`src/rtl/mem_ctrl_pkg.sv`:
```
// mem_ctrl_pkg: shared widths and FSM encoding for the memory-side controller.
package mem_ctrl_pkg;
   localparam int ADDR_W = 30;
   localparam int DATA_W = 32;
   localparam int CNT_W  = 16;
   typedef enum logic [1:0] {
      IDLE  = 2'd0,
      DRAIN = 2'd1,
      READ  = 2'd2,
      RESP  = 2'd3
   } state_e;
endpackage

```
`src/rtl/mem_ctrl_if.sv`:
```
// mem_ctrl_if: cache-facing request port and backing-memory req/ack bus.
interface mem_ctrl_if;
   import mem_ctrl_pkg::*;
   logic              mem_rd;
   logic              mem_wr;
   logic [ADDR_W-1:0] mem_addr;
   logic [DATA_W-1:0] cache_wb_data;
   logic [DATA_W-1:0] mem_data;
   logic              mem_read_fin;
   logic              mem_write_fin;
   logic              bus_req;
   logic              bus_we;
   logic [ADDR_W-1:0] bus_addr;
   logic [DATA_W-1:0] bus_wdata;
   logic              bus_ack;
   logic [DATA_W-1:0] bus_rdata;
   logic              bus_err;
   modport slave (
      input  mem_rd, mem_wr, mem_addr, cache_wb_data, bus_ack, bus_rdata,
      output mem_data, mem_read_fin, mem_write_fin, bus_req, bus_we, bus_addr, bus_wdata, bus_err
   );
   modport master (
      output mem_rd, mem_wr, mem_addr, cache_wb_data, bus_ack, bus_rdata,
      input  mem_data, mem_read_fin, mem_write_fin, bus_req, bus_we, bus_addr, bus_wdata, bus_err
   );
endinterface

```
`src/rtl/mem_wbuf.sv`:
```
// mem_wbuf: one-entry posted write-back buffer with address-match compare.
module mem_wbuf
   import mem_ctrl_pkg::*;
(
   input  logic              clk,
   input  logic              rst_n,
   input  logic              cap_i,
   input  logic              clr_i,
   input  logic [ADDR_W-1:0] addr_i,
   input  logic [DATA_W-1:0] data_i,
   input  logic [ADDR_W-1:0] cmp_addr_i,
   output logic              valid_o,
   output logic [ADDR_W-1:0] addr_o,
   output logic [DATA_W-1:0] data_o,
   output logic              hit_o
);
   logic              valid_q;
   logic [ADDR_W-1:0] addr_q;
   logic [DATA_W-1:0] data_q;

   always_ff @(posedge clk or negedge rst_n) begin
      if (!rst_n) begin
         valid_q <= 1'b0;
         addr_q  <= '0;
         data_q  <= '0;
      end else begin
         valid_q <= cap_i ? 1'b1 : clr_i ? 1'b0 : valid_q;
         addr_q  <= cap_i ? addr_i : addr_q;
         data_q  <= cap_i ? data_i : data_q;
      end
   end

   assign valid_o = valid_q;
   assign addr_o  = addr_q;
   assign data_o  = data_q;
   assign hit_o   = valid_q && (addr_q == cmp_addr_i);
endmodule

```
`src/rtl/mem_ctrl.sv`:
```
// mem_ctrl: posts cache write-backs into a one-entry buffer, forwards matching
// reads from it, and issues single-outstanding req/ack bus transactions with timeout.
module mem_ctrl
   import mem_ctrl_pkg::*;
#(
   parameter int unsigned TIMEOUT = 255
) (
   input logic       clk,
   input logic       rst_n,
   mem_ctrl_if.slave mem_if
);
   state_e            state_q;
   logic [CNT_W-1:0]  cnt_q;
   logic [DATA_W-1:0] mem_data_q;
   logic              rfin_q;
   logic              wfin_q;
   logic              req_q;
   logic              we_q;
   logic [ADDR_W-1:0] addr_q;
   logic [DATA_W-1:0] wdata_q;
   logic              err_q;
   logic              wb_valid;
   logic              wb_hit;
   logic [ADDR_W-1:0] wb_addr;
   logic [DATA_W-1:0] wb_data;
   logic              cap;
   logic              clr;
   logic              tmo;
   logic              done;

   assign cap  = (state_q == IDLE) && mem_if.mem_wr && !wb_valid;
   assign tmo  = cnt_q == CNT_W'(TIMEOUT - 1);
   assign done = mem_if.bus_ack || tmo;
   // an aborted drain discards the buffered write just like a completed one
   assign clr  = (state_q == DRAIN) && done;

   mem_wbuf u_wbuf (
      .clk       (clk),
      .rst_n     (rst_n),
      .cap_i     (cap),
      .clr_i     (clr),
      .addr_i    (mem_if.mem_addr),
      .data_i    (mem_if.cache_wb_data),
      .cmp_addr_i(mem_if.mem_addr),
      .valid_o   (wb_valid),
      .addr_o    (wb_addr),
      .data_o    (wb_data),
      .hit_o     (wb_hit)
   );

   always_ff @(posedge clk or negedge rst_n) begin
      if (!rst_n) begin
         state_q    <= IDLE;
         cnt_q      <= '0;
         mem_data_q <= '0;
         rfin_q     <= 1'b0;
         wfin_q     <= 1'b0;
         req_q      <= 1'b0;
         we_q       <= 1'b0;
         addr_q     <= '0;
         wdata_q    <= '0;
         err_q      <= 1'b0;
      end else begin
         rfin_q <= 1'b0;
         wfin_q <= 1'b0;
         unique case (state_q)
            IDLE: begin
               if (cap) begin
                  wfin_q <= 1'b1;
               end else if (mem_if.mem_rd && wb_hit) begin
                  mem_data_q <= wb_data;
                  rfin_q     <= 1'b1;
                  state_q    <= RESP;
               end else if (wb_valid) begin
                  req_q   <= 1'b1;
                  we_q    <= 1'b1;
                  addr_q  <= wb_addr;
                  wdata_q <= wb_data;
                  cnt_q   <= '0;
                  state_q <= DRAIN;
               end else if (mem_if.mem_rd) begin
                  req_q   <= 1'b1;
                  we_q    <= 1'b0;
                  addr_q  <= mem_if.mem_addr;
                  cnt_q   <= '0;
                  state_q <= READ;
               end
            end
            DRAIN: begin
               if (done) begin
                  req_q   <= 1'b0;
                  err_q   <= err_q || !mem_if.bus_ack;
                  state_q <= IDLE;
               end else begin
                  cnt_q <= cnt_q + 1'b1;
               end
            end
            READ: begin
               if (done) begin
                  req_q      <= 1'b0;
                  err_q      <= err_q || !mem_if.bus_ack;
                  mem_data_q <= mem_if.bus_ack ? mem_if.bus_rdata : '0;
                  rfin_q     <= 1'b1;
                  state_q    <= RESP;
               end else begin
                  cnt_q <= cnt_q + 1'b1;
               end
            end
            RESP: state_q <= IDLE;
         endcase
      end
   end

   assign mem_if.mem_data      = mem_data_q;
   assign mem_if.mem_read_fin  = rfin_q;
   assign mem_if.mem_write_fin = wfin_q;
   assign mem_if.bus_req       = req_q;
   assign mem_if.bus_we        = we_q;
   assign mem_if.bus_addr      = addr_q;
   assign mem_if.bus_wdata     = wdata_q;
   assign mem_if.bus_err       = err_q;
endmodule

```
`src/flat_wrapper.sv`:
```
// flat-port wrapper written by rule: the top's interface ports become plain ports
module mem_ctrl_flat import mem_ctrl_pkg::*;
#(
   parameter int unsigned TIMEOUT = 255
)
  (clk, rst_n, mem_if_mem_rd, mem_if_mem_wr, mem_if_mem_addr, mem_if_cache_wb_data, mem_if_bus_ack, mem_if_bus_rdata, mem_if_mem_data, mem_if_mem_read_fin, mem_if_mem_write_fin, mem_if_bus_req, mem_if_bus_we, mem_if_bus_addr, mem_if_bus_wdata, mem_if_bus_err);
  mem_ctrl_if mem_if_i ();
  input logic clk;
  input logic rst_n;
  input wire logic [$bits(mem_if_i.mem_rd)-1:0] mem_if_mem_rd;
  input wire logic [$bits(mem_if_i.mem_wr)-1:0] mem_if_mem_wr;
  input wire logic [$bits(mem_if_i.mem_addr)-1:0] mem_if_mem_addr;
  input wire logic [$bits(mem_if_i.cache_wb_data)-1:0] mem_if_cache_wb_data;
  input wire logic [$bits(mem_if_i.bus_ack)-1:0] mem_if_bus_ack;
  input wire logic [$bits(mem_if_i.bus_rdata)-1:0] mem_if_bus_rdata;
  output wire logic [$bits(mem_if_i.mem_data)-1:0] mem_if_mem_data;
  output wire logic [$bits(mem_if_i.mem_read_fin)-1:0] mem_if_mem_read_fin;
  output wire logic [$bits(mem_if_i.mem_write_fin)-1:0] mem_if_mem_write_fin;
  output wire logic [$bits(mem_if_i.bus_req)-1:0] mem_if_bus_req;
  output wire logic [$bits(mem_if_i.bus_we)-1:0] mem_if_bus_we;
  output wire logic [$bits(mem_if_i.bus_addr)-1:0] mem_if_bus_addr;
  output wire logic [$bits(mem_if_i.bus_wdata)-1:0] mem_if_bus_wdata;
  output wire logic [$bits(mem_if_i.bus_err)-1:0] mem_if_bus_err;
  assign mem_if_i.mem_rd = mem_if_mem_rd;
  assign mem_if_i.mem_wr = mem_if_mem_wr;
  assign mem_if_i.mem_addr = mem_if_mem_addr;
  assign mem_if_i.cache_wb_data = mem_if_cache_wb_data;
  assign mem_if_i.bus_ack = mem_if_bus_ack;
  assign mem_if_i.bus_rdata = mem_if_bus_rdata;
  assign mem_if_mem_data = mem_if_i.mem_data;
  assign mem_if_mem_read_fin = mem_if_i.mem_read_fin;
  assign mem_if_mem_write_fin = mem_if_i.mem_write_fin;
  assign mem_if_bus_req = mem_if_i.bus_req;
  assign mem_if_bus_we = mem_if_i.bus_we;
  assign mem_if_bus_addr = mem_if_i.bus_addr;
  assign mem_if_bus_wdata = mem_if_i.bus_wdata;
  assign mem_if_bus_err = mem_if_i.bus_err;
  mem_ctrl #(.TIMEOUT(TIMEOUT)) u_core (.clk(clk), .rst_n(rst_n), .mem_if(mem_if_i));
endmodule
```
`config.mk`:
```
export PLATFORM = sky130hd
export DESIGN_NAME = mem_ctrl_flat
export DESIGN_NICKNAME = d
export VERILOG_FILES = /design/src/rtl/mem_ctrl_pkg.sv /design/src/rtl/mem_ctrl_if.sv /design/src/rtl/mem_wbuf.sv /design/src/rtl/mem_ctrl.sv /design/src/flat_wrapper.sv
export SDC_FILE = /design/constraint.sdc
export NUM_CORES = 1
export LEC_CHECK = 0
export BUFFER_PORTS_ARGS = -buffer_cell sky130_fd_sc_hd__buf_2
export CELL_PAD_IN_SITES_DETAIL_PLACEMENT = 2
export CELL_PAD_IN_SITES_GLOBAL_PLACEMENT = 2
export CORE_MARGIN = 2
export CORE_UTILIZATION = 35
export DETAILED_ROUTE_END_ITERATION = 6
export PLACE_DENSITY_LB_ADDON = 0.1
export SLEW_MARGIN = 20
export SYNTH_ARGS = -nofsm -noshare
export SYNTH_HDL_FRONTEND = slang
export SYNTH_HIERARCHICAL = 1
export SYNTH_SLANG_ARGS = --single-unit
```
`constraint.sdc`:
```
create_clock -name clk -period 5.9 [get_ports clk]
set_input_delay 0.885 -clock clk [delete_from_list [all_inputs] [get_ports clk]]
set_output_delay 0.885 -clock clk [all_outputs]
set_load 0.02 [all_outputs]
```
# ---- Word level (Yosys, flattened, before mapping)
# Cells that the tools add are included.
# Widths: inputs -> output; s select.
dict set report totals {
  register_bits 180
  latchBits 0
  ramBits 0
  rom_bits 0
  in_bits 99
  output_inout_bits 99
  mem_count 0
}
dict set report classes {
  addsub 1
  n_mul 0
  n_div 0
  order_cmp 0
  eq_ne 14
  shifts 0
  mux 36
  bitwise 2
  n_reduce_logical 22
}
# op count
set op_table {}
lappend op_table {{$mux 32} 4}
lappend op_table {{$mux 16} 5}
lappend op_table {{$pmux 32 s2} 1}
lappend op_table {{$mux 30} 2}
lappend op_table {{$pmux 16 s2} 1}
lappend op_table {{$eq 30x30->1} 1}
lappend op_table {{$add 16x1->16 const B} 1}
lappend op_table {{$eq 16x8->1 const B} 1}
lappend op_table {{$reduce_and 4->1} 4}
lappend op_table {{$mux 1} 14}
lappend op_table {{$mux 2} 6}
lappend op_table {{$reduce_and 5->1} 2}
lappend op_table {{$ne 2x2->1 const B} 4}
lappend op_table {{$pmux 2 s4} 1}
lappend op_table {{$reduce_bool 2->1} 4}
lappend op_table {{$ne 2x1->1 const B} 3}
lappend op_table {{$logic_and 1x1->1} 5}
lappend op_table {{$eq 2x2->1 const B} 2}
lappend op_table {{$ne 4x4->1 const B} 1}
lappend op_table {{$pmux 1 s2} 2}
lappend op_table {{$ne 3x3->1 const B} 1}
lappend op_table {{$eq 2x1->1 const B} 1}
lappend op_table {{$logic_not 1->1} 2}
lappend op_table {{$logic_not 2->1} 1}
lappend op_table {{other kinds (4)} 6}

# ---- Logic depth before layout (Yosys ltp)
dict set report depth {
  ltp_word 6
  ltp_mapped 10
  depth_no_buf 9
}

# ---- Cells and area by module
# The synthesis kept the hierarchy.
# mod n_inst cells_each area_each_um2
set by_module_without_submodules {}
lappend by_module_without_submodules {mem_ctrl 1 451 5350.1}
lappend by_module_without_submodules {mem_wbuf 1 174 2652.5}

# ---- Least setup slack after synthesis
# Ideal clock, no wire load.
dict set report synth_path {
  path_kind {in2reg}
  startpoint {input port mem_if_mem_addr[2]}
  endpoint {register u_core.mem_data_q[0], in the netlist u_core/mem_if.mem_data[0]}
  t_arrival_ps 3100
  slack_ps 2736
  path_stages 10
  path_buffers 1
  cell_sequence {xnor2_1 > nand4_1 > or4_1 > nor4_2 > nand3_1 > a2bb2oi_1 > nor3_1 > clkbuf_1 > a22o_1 > a21o_1}
}
dict set report synth_between {
  elab_chain_cells 5
}
# item line
set synth_rtl {}
lappend synth_rtl {{from (decl)} flat_wrapper.sv:12} ;# input wire logic [$bits(mem_if_i.mem_addr)-1:0] mem_if_mem_addr;
lappend synth_rtl {{$eq 30x30->1} mem_wbuf.sv:36} ;# assign hit_o = valid_q && (addr_q == cmp_addr_i);
lappend synth_rtl {{$logic_and 1x1->1} mem_wbuf.sv:36}
lappend synth_rtl {{named net u_core.wb_hit} mem_ctrl.sv:23} ;# logic wb_hit;
lappend synth_rtl {{$logic_and 1x1->1} mem_ctrl.sv:70} ;# end else if (mem_if.mem_rd && wb_hit) begin
lappend synth_rtl {{$ne 2x2->1 (no source line)} --}
lappend synth_rtl {{$reduce_and 4->1 (no source line)} --}
lappend synth_rtl {{to (signal assigned)} mem_ctrl.sv:71} ;# mem_data_q <= wb_data;
lappend synth_rtl {{to (signal assigned)} mem_ctrl.sv:102} ;# mem_data_q <= mem_if.bus_ack ? mem_if.bus_rdata : '0;
lappend synth_rtl {{to (decl)} mem_ctrl.sv:14} ;# logic [DATA_W-1:0] mem_data_q;
# The timed path passes the listed nets, and every way through them passes these cells.
# A chain may end at the register's enable or synchronous reset.

# ---- Worst setup path in the final report
dict set report layout_path {
  startpoint {input port mem_if_mem_addr[10]}
  endpoint {register u_core.cnt_q[5]}
}
dict set report layout_between {
  elab_chain_cells 5
}
# item line
set layout_rtl {}
lappend layout_rtl {{$eq 30x30->1} mem_wbuf.sv:36}
lappend layout_rtl {{$logic_and 1x1->1} mem_wbuf.sv:36}
lappend layout_rtl {{named net u_core.wb_hit} mem_ctrl.sv:23}
lappend layout_rtl {{$logic_and 1x1->1} mem_ctrl.sv:70}
lappend layout_rtl {{$ne 2x2->1 (no source line)} --}
lappend layout_rtl {{$reduce_and 5->1 (no source line)} --}
lappend layout_rtl {{to (signal assigned)} mem_ctrl.sv:95} ;# cnt_q <= cnt_q + 1'b1;
lappend layout_rtl {{to (signal assigned)} mem_ctrl.sv:106} ;# cnt_q <= cnt_q + 1'b1;
lappend layout_rtl {{to (decl)} mem_ctrl.sv:13} ;# logic [CNT_W-1:0] cnt_q;
# The timed path passes the listed nets, and every way through them passes these cells.

==> key figures <==
Drt
  • Antenna Nets Post-Route: 0
  • Vias per inst: 5.19
  • Routed WL: 23.4 mm
  • DR iter-0 viols: 206
  • Pre-antenna DRT Iters: 4
  • Vias after detailed routing: 5787
  • Drt drc: 0
  • Post-DR wirelength/cell: 21.0 um

Timing
  • FMAX: 254 MHz
  • Hold_ws: ~470 ps
  • Pins Over Slew Limit: 0
  • Fin. Hold Viols: 0
  • Worst Clk Skew: between 20 and 25 ps
  • TNS Setup: 0 ps
  • Worst setup margin: around 2000 ps
  • Worst-margin pin slew: between 900 and 1000 ps
  • Fin crit period: about 3900 ps
  • Fin crit share: 66.8%
  • Max-slew headroom: a little over a third
  • Unrepaired setup endpoints after global routing: no
  • Final setup vio count: 0

Final layout
  • Nets: 917
  • FILL cells: between 2000 and 2500
  • Share of cells above drive strength 1: 43.1%
  • P&R area growth vs syn: 23.2%

Run
  • Maxcap violations: 0

Clocking
  • CTS Sinks: 180
  • Clock-pin slew on the worst setup and hold paths: 70 ps
  • Root buf cell: clkbuf_16
  • H-tree depth: 4
  • Post-cts hold buffer count: 0
  • CTS tree: built
  • Clock Path Buffers: 2
  • Buffer count from post-CTS setup fixing: 0
  • PostCTS Resize Cnt: 0
  • Clock latency at the later pin of the worst-skew pair: 450 ps
  • CTS Buf Count: 17

Placement
  • Detailed Place HPWL: between 15 and 20 mm
  • RD Place Congestion: 0.802
  • Post-Place Worst Slack: 1510 ps
  • Port Buffers: 197

Worst setup path
  • Crit Path Max Fanout: 62
  • Crit end category: flip-flop
  • Crit path DAT: 4320 ps
  • Worst Path Buf+Inv: 2
  • Crit path kind: in -> reg
  • Critical path's largest stage delay: 580 ps
  • Critical path launch point type: primary input
  • Delay-heaviest family, CP: simple AND/OR/NAND/NOR gates
  • CP cell instances: buf_2 > xnor2_1 > nand4_1 > or4_1 > nor4_2 > nand2_1 > o211ai_1 > buf_4 > a21boi_0 > nand2b_1 > a211o_1
  • Worst Path Required: 6270 ps
  • Slowest-stage cell, CP: or4_1

Floorplan
  • Core Area: 0.0226 mm^2
  • Die Width: 155 um
  • Rows: 55
  • Die Span Y: 155 um
  • Initial core utilization: 35.5%
  • Die area: 0.0241 mm^2
  • IO Count: between 150 and 200

Synthesis
  • Compound-Gate Fraction of Synth Area: 12.1%
  • Post-synth top flop: dfrtp_1
  • Mapped Area: 0.00800 mm^2
  • Number of enable flip-flop cells after synthesis: 0
  • Syn nets: 729
  • Synth Area per Inst: 12.8 um^2
  • Synth top area cells: dfrtp_1 (56%), mux2_2 (14%), mux2i_1 (4.0%)
  • Combinational family with the most area after synthesis: multiplexers
  • Synth async-reset ratio: 100%
  • Mux cell area share after synthesis: 17.5%
  • Adder-Cell Fraction of Synth Area: 0.782%
  • Gate Count Post-Synth: between 600 and 700
  • Synth warn: 6
  • Post-synthesis xor/xnor area fraction: 3.28%
  • Synth top area share: between 50% and 60%
  • Yosys reg bits: 180
  • Synth Area in Simple Gates: 7.46%
  • Synth cell types: 55
  • Largest area contributor in the netlist: dfrtp_1
  • Register area share after synthesis: 56.3%

GRT
  • GRT Util Overall: 20.2%
  • Vias in the first global route: 6621
  • Gr ovfl total: 0
  • Initial antenna violation count: 5
  • Global-route wire length before repair: 37.5 mm
  • Largest net degree at the start of global routing: 78

Min path
  • Type of the tightest min-delay check: reg -> reg

Power and ir drop
  • Pwr/cell area: a little under 600 mW/mm^2
  • Peak VDD IR: 0.221 mV
  • Pleak: 4.93 nW

Status
  • Status: finished, final reports clean
[worst reg2reg max path: stages, from the launching register on]
cell and delay [ps]:
dfrtp_1 410, xnor2_1 180, nand4_1 140, or4_1 580, nor4_2 380, nand2_1 170, o211ai_1 130, buf_4 520
a21boi_0 420, nand2b_1 560, a211o_1 230
[sequential cells by signal, indices dropped and copies added, names as in the netlist, 2 cells and up]
name / cells
u_core/u_wbuf/data_o: 32
u_core/u_wbuf/addr_o: 30
u_core/mem_if.bus_addr: 30
u_core/cnt_q: 16
u_core/state_q: 2
u_core/mem_if.mem_data: 32
u_core/mem_if.bus_wdata: 32
[cell usage in the layout, fill, tap and decap left out, types with 4 or more instances in the layout]
master,count
a211o_1,12
a21o_1,33
a21oi_1,4
a22o_1,33
and3_1,7
and3_2,7
buf_2,196
buf_4,7
clkbuf_16,17
dfrtp_1,179
ha_1,5
inv_1,8
inv_8,6
mux2_2,96
mux2i_1,32
nand2_1,38
nand3_1,5
nand4_1,11
nor2_1,6
nor3_1,11
o21ai_0,33
xnor2_1,26
xor2_1,4
[report_power, final]
group          switching (mW)  leakage, nW  total [mW]  internal [mW]
clock network           0.548        0.295        1.18          0.629
logic                    1.41         2.41        2.46           1.05
registers               0.384         2.22        2.19           1.80
[stage by stage]
stage / power [mW] / instance area, um^2 / utilization, % / cells
after floorplan: 3.85 / 8000 / - / 625
after global routing: 6.22 / 9850 / 43.7 / 1113
after CTS: 5.93 / 9850 / 43.6 / 1111
final: 5.82 / 9860 / 43.7 / 1114
after detailed placement: 4.70 / 9240 / 40.9 / 1079
after global placement: 4.55 / 9240 / 40.9 / 1079
[cell families (layout without fill, tap and decap cells)]
| logic type | after synthesis | after routing |
|---|---|---|
| XOR/XNOR | 30 | 30 |
| flip-flops | 180 | 180 |
| other | 0 | 3 |
| adder cells (fa/ha/maj) | 5 | 5 |
| AO/OA/AOI/OAI | 131 | 131 |
| AND/OR/NAND/NOR | 108 | 108 |
| multiplexers | 128 | 128 |
| buffers and inverters | 43 | 244 |
[Yosys cell counts (all sizes together) (2+ instances only)]
cell type / number
xnor2: 26
or3: 2
nand4: 11
nor4: 4
a211o: 13
and4: 2
or4: 2
dfrtp: 180
a22o: 33
nor3: 12
nand2: 38
a31oi: 2
o21ai: 34
inv: 8
a21o: 35
and3b: 2
xor2: 4
nor2b: 3
nor2: 8
ha: 5
buf: 18
a21oi: 4
clkbuf: 17
and3: 14
nand3: 5
mux2: 96
mux2i: 32
[path summary, 6_finish.rpt]
kind,start,to,slack (ps),depth (start not counted)
max,mem_if_mem_addr[10],u_core/cnt_q[5],1960,11
min,u_core/mem_if.mem_data[16],u_core/mem_if.mem_data[16],470,1
max reg2reg,u_core/u_wbuf/addr_o[10],u_core/cnt_q[5],2120,10
min reg2reg,u_core/mem_if.mem_data[16],u_core/mem_if.mem_data[16],470,1
max in group asynchronous,rst_n,u_core/u_wbuf/valid_o,4060,2
min in group asynchronous,rst_n,u_core/cnt_q[6],480,1
[metal layers]
layer	up-vias	part of all wire, %	GRT usage (%)	wire length, um
met5	-	0.12	0	27
met4	4	1.3	5.72	300
met3	24	4.9	4.82	1150
met2	131	52	35.8	12200
met1	2988	42	24.5	9740
li1	2640	-	-	-
[area by class of cell]
cell class	instances	area (um^2)	share of cell area, %
antenna	3	7.51	0.0762
clock inverter	13	155	1.57
multi-input combinational	402	3300	33.5
clock buffer	19	453	4.60
timing repair buffer	204	1050	10.6
sequential	180	4510	45.7
tap	285	357	3.62
inverter	8	30.0	0.305
Power figures use the tool's default switching activity.
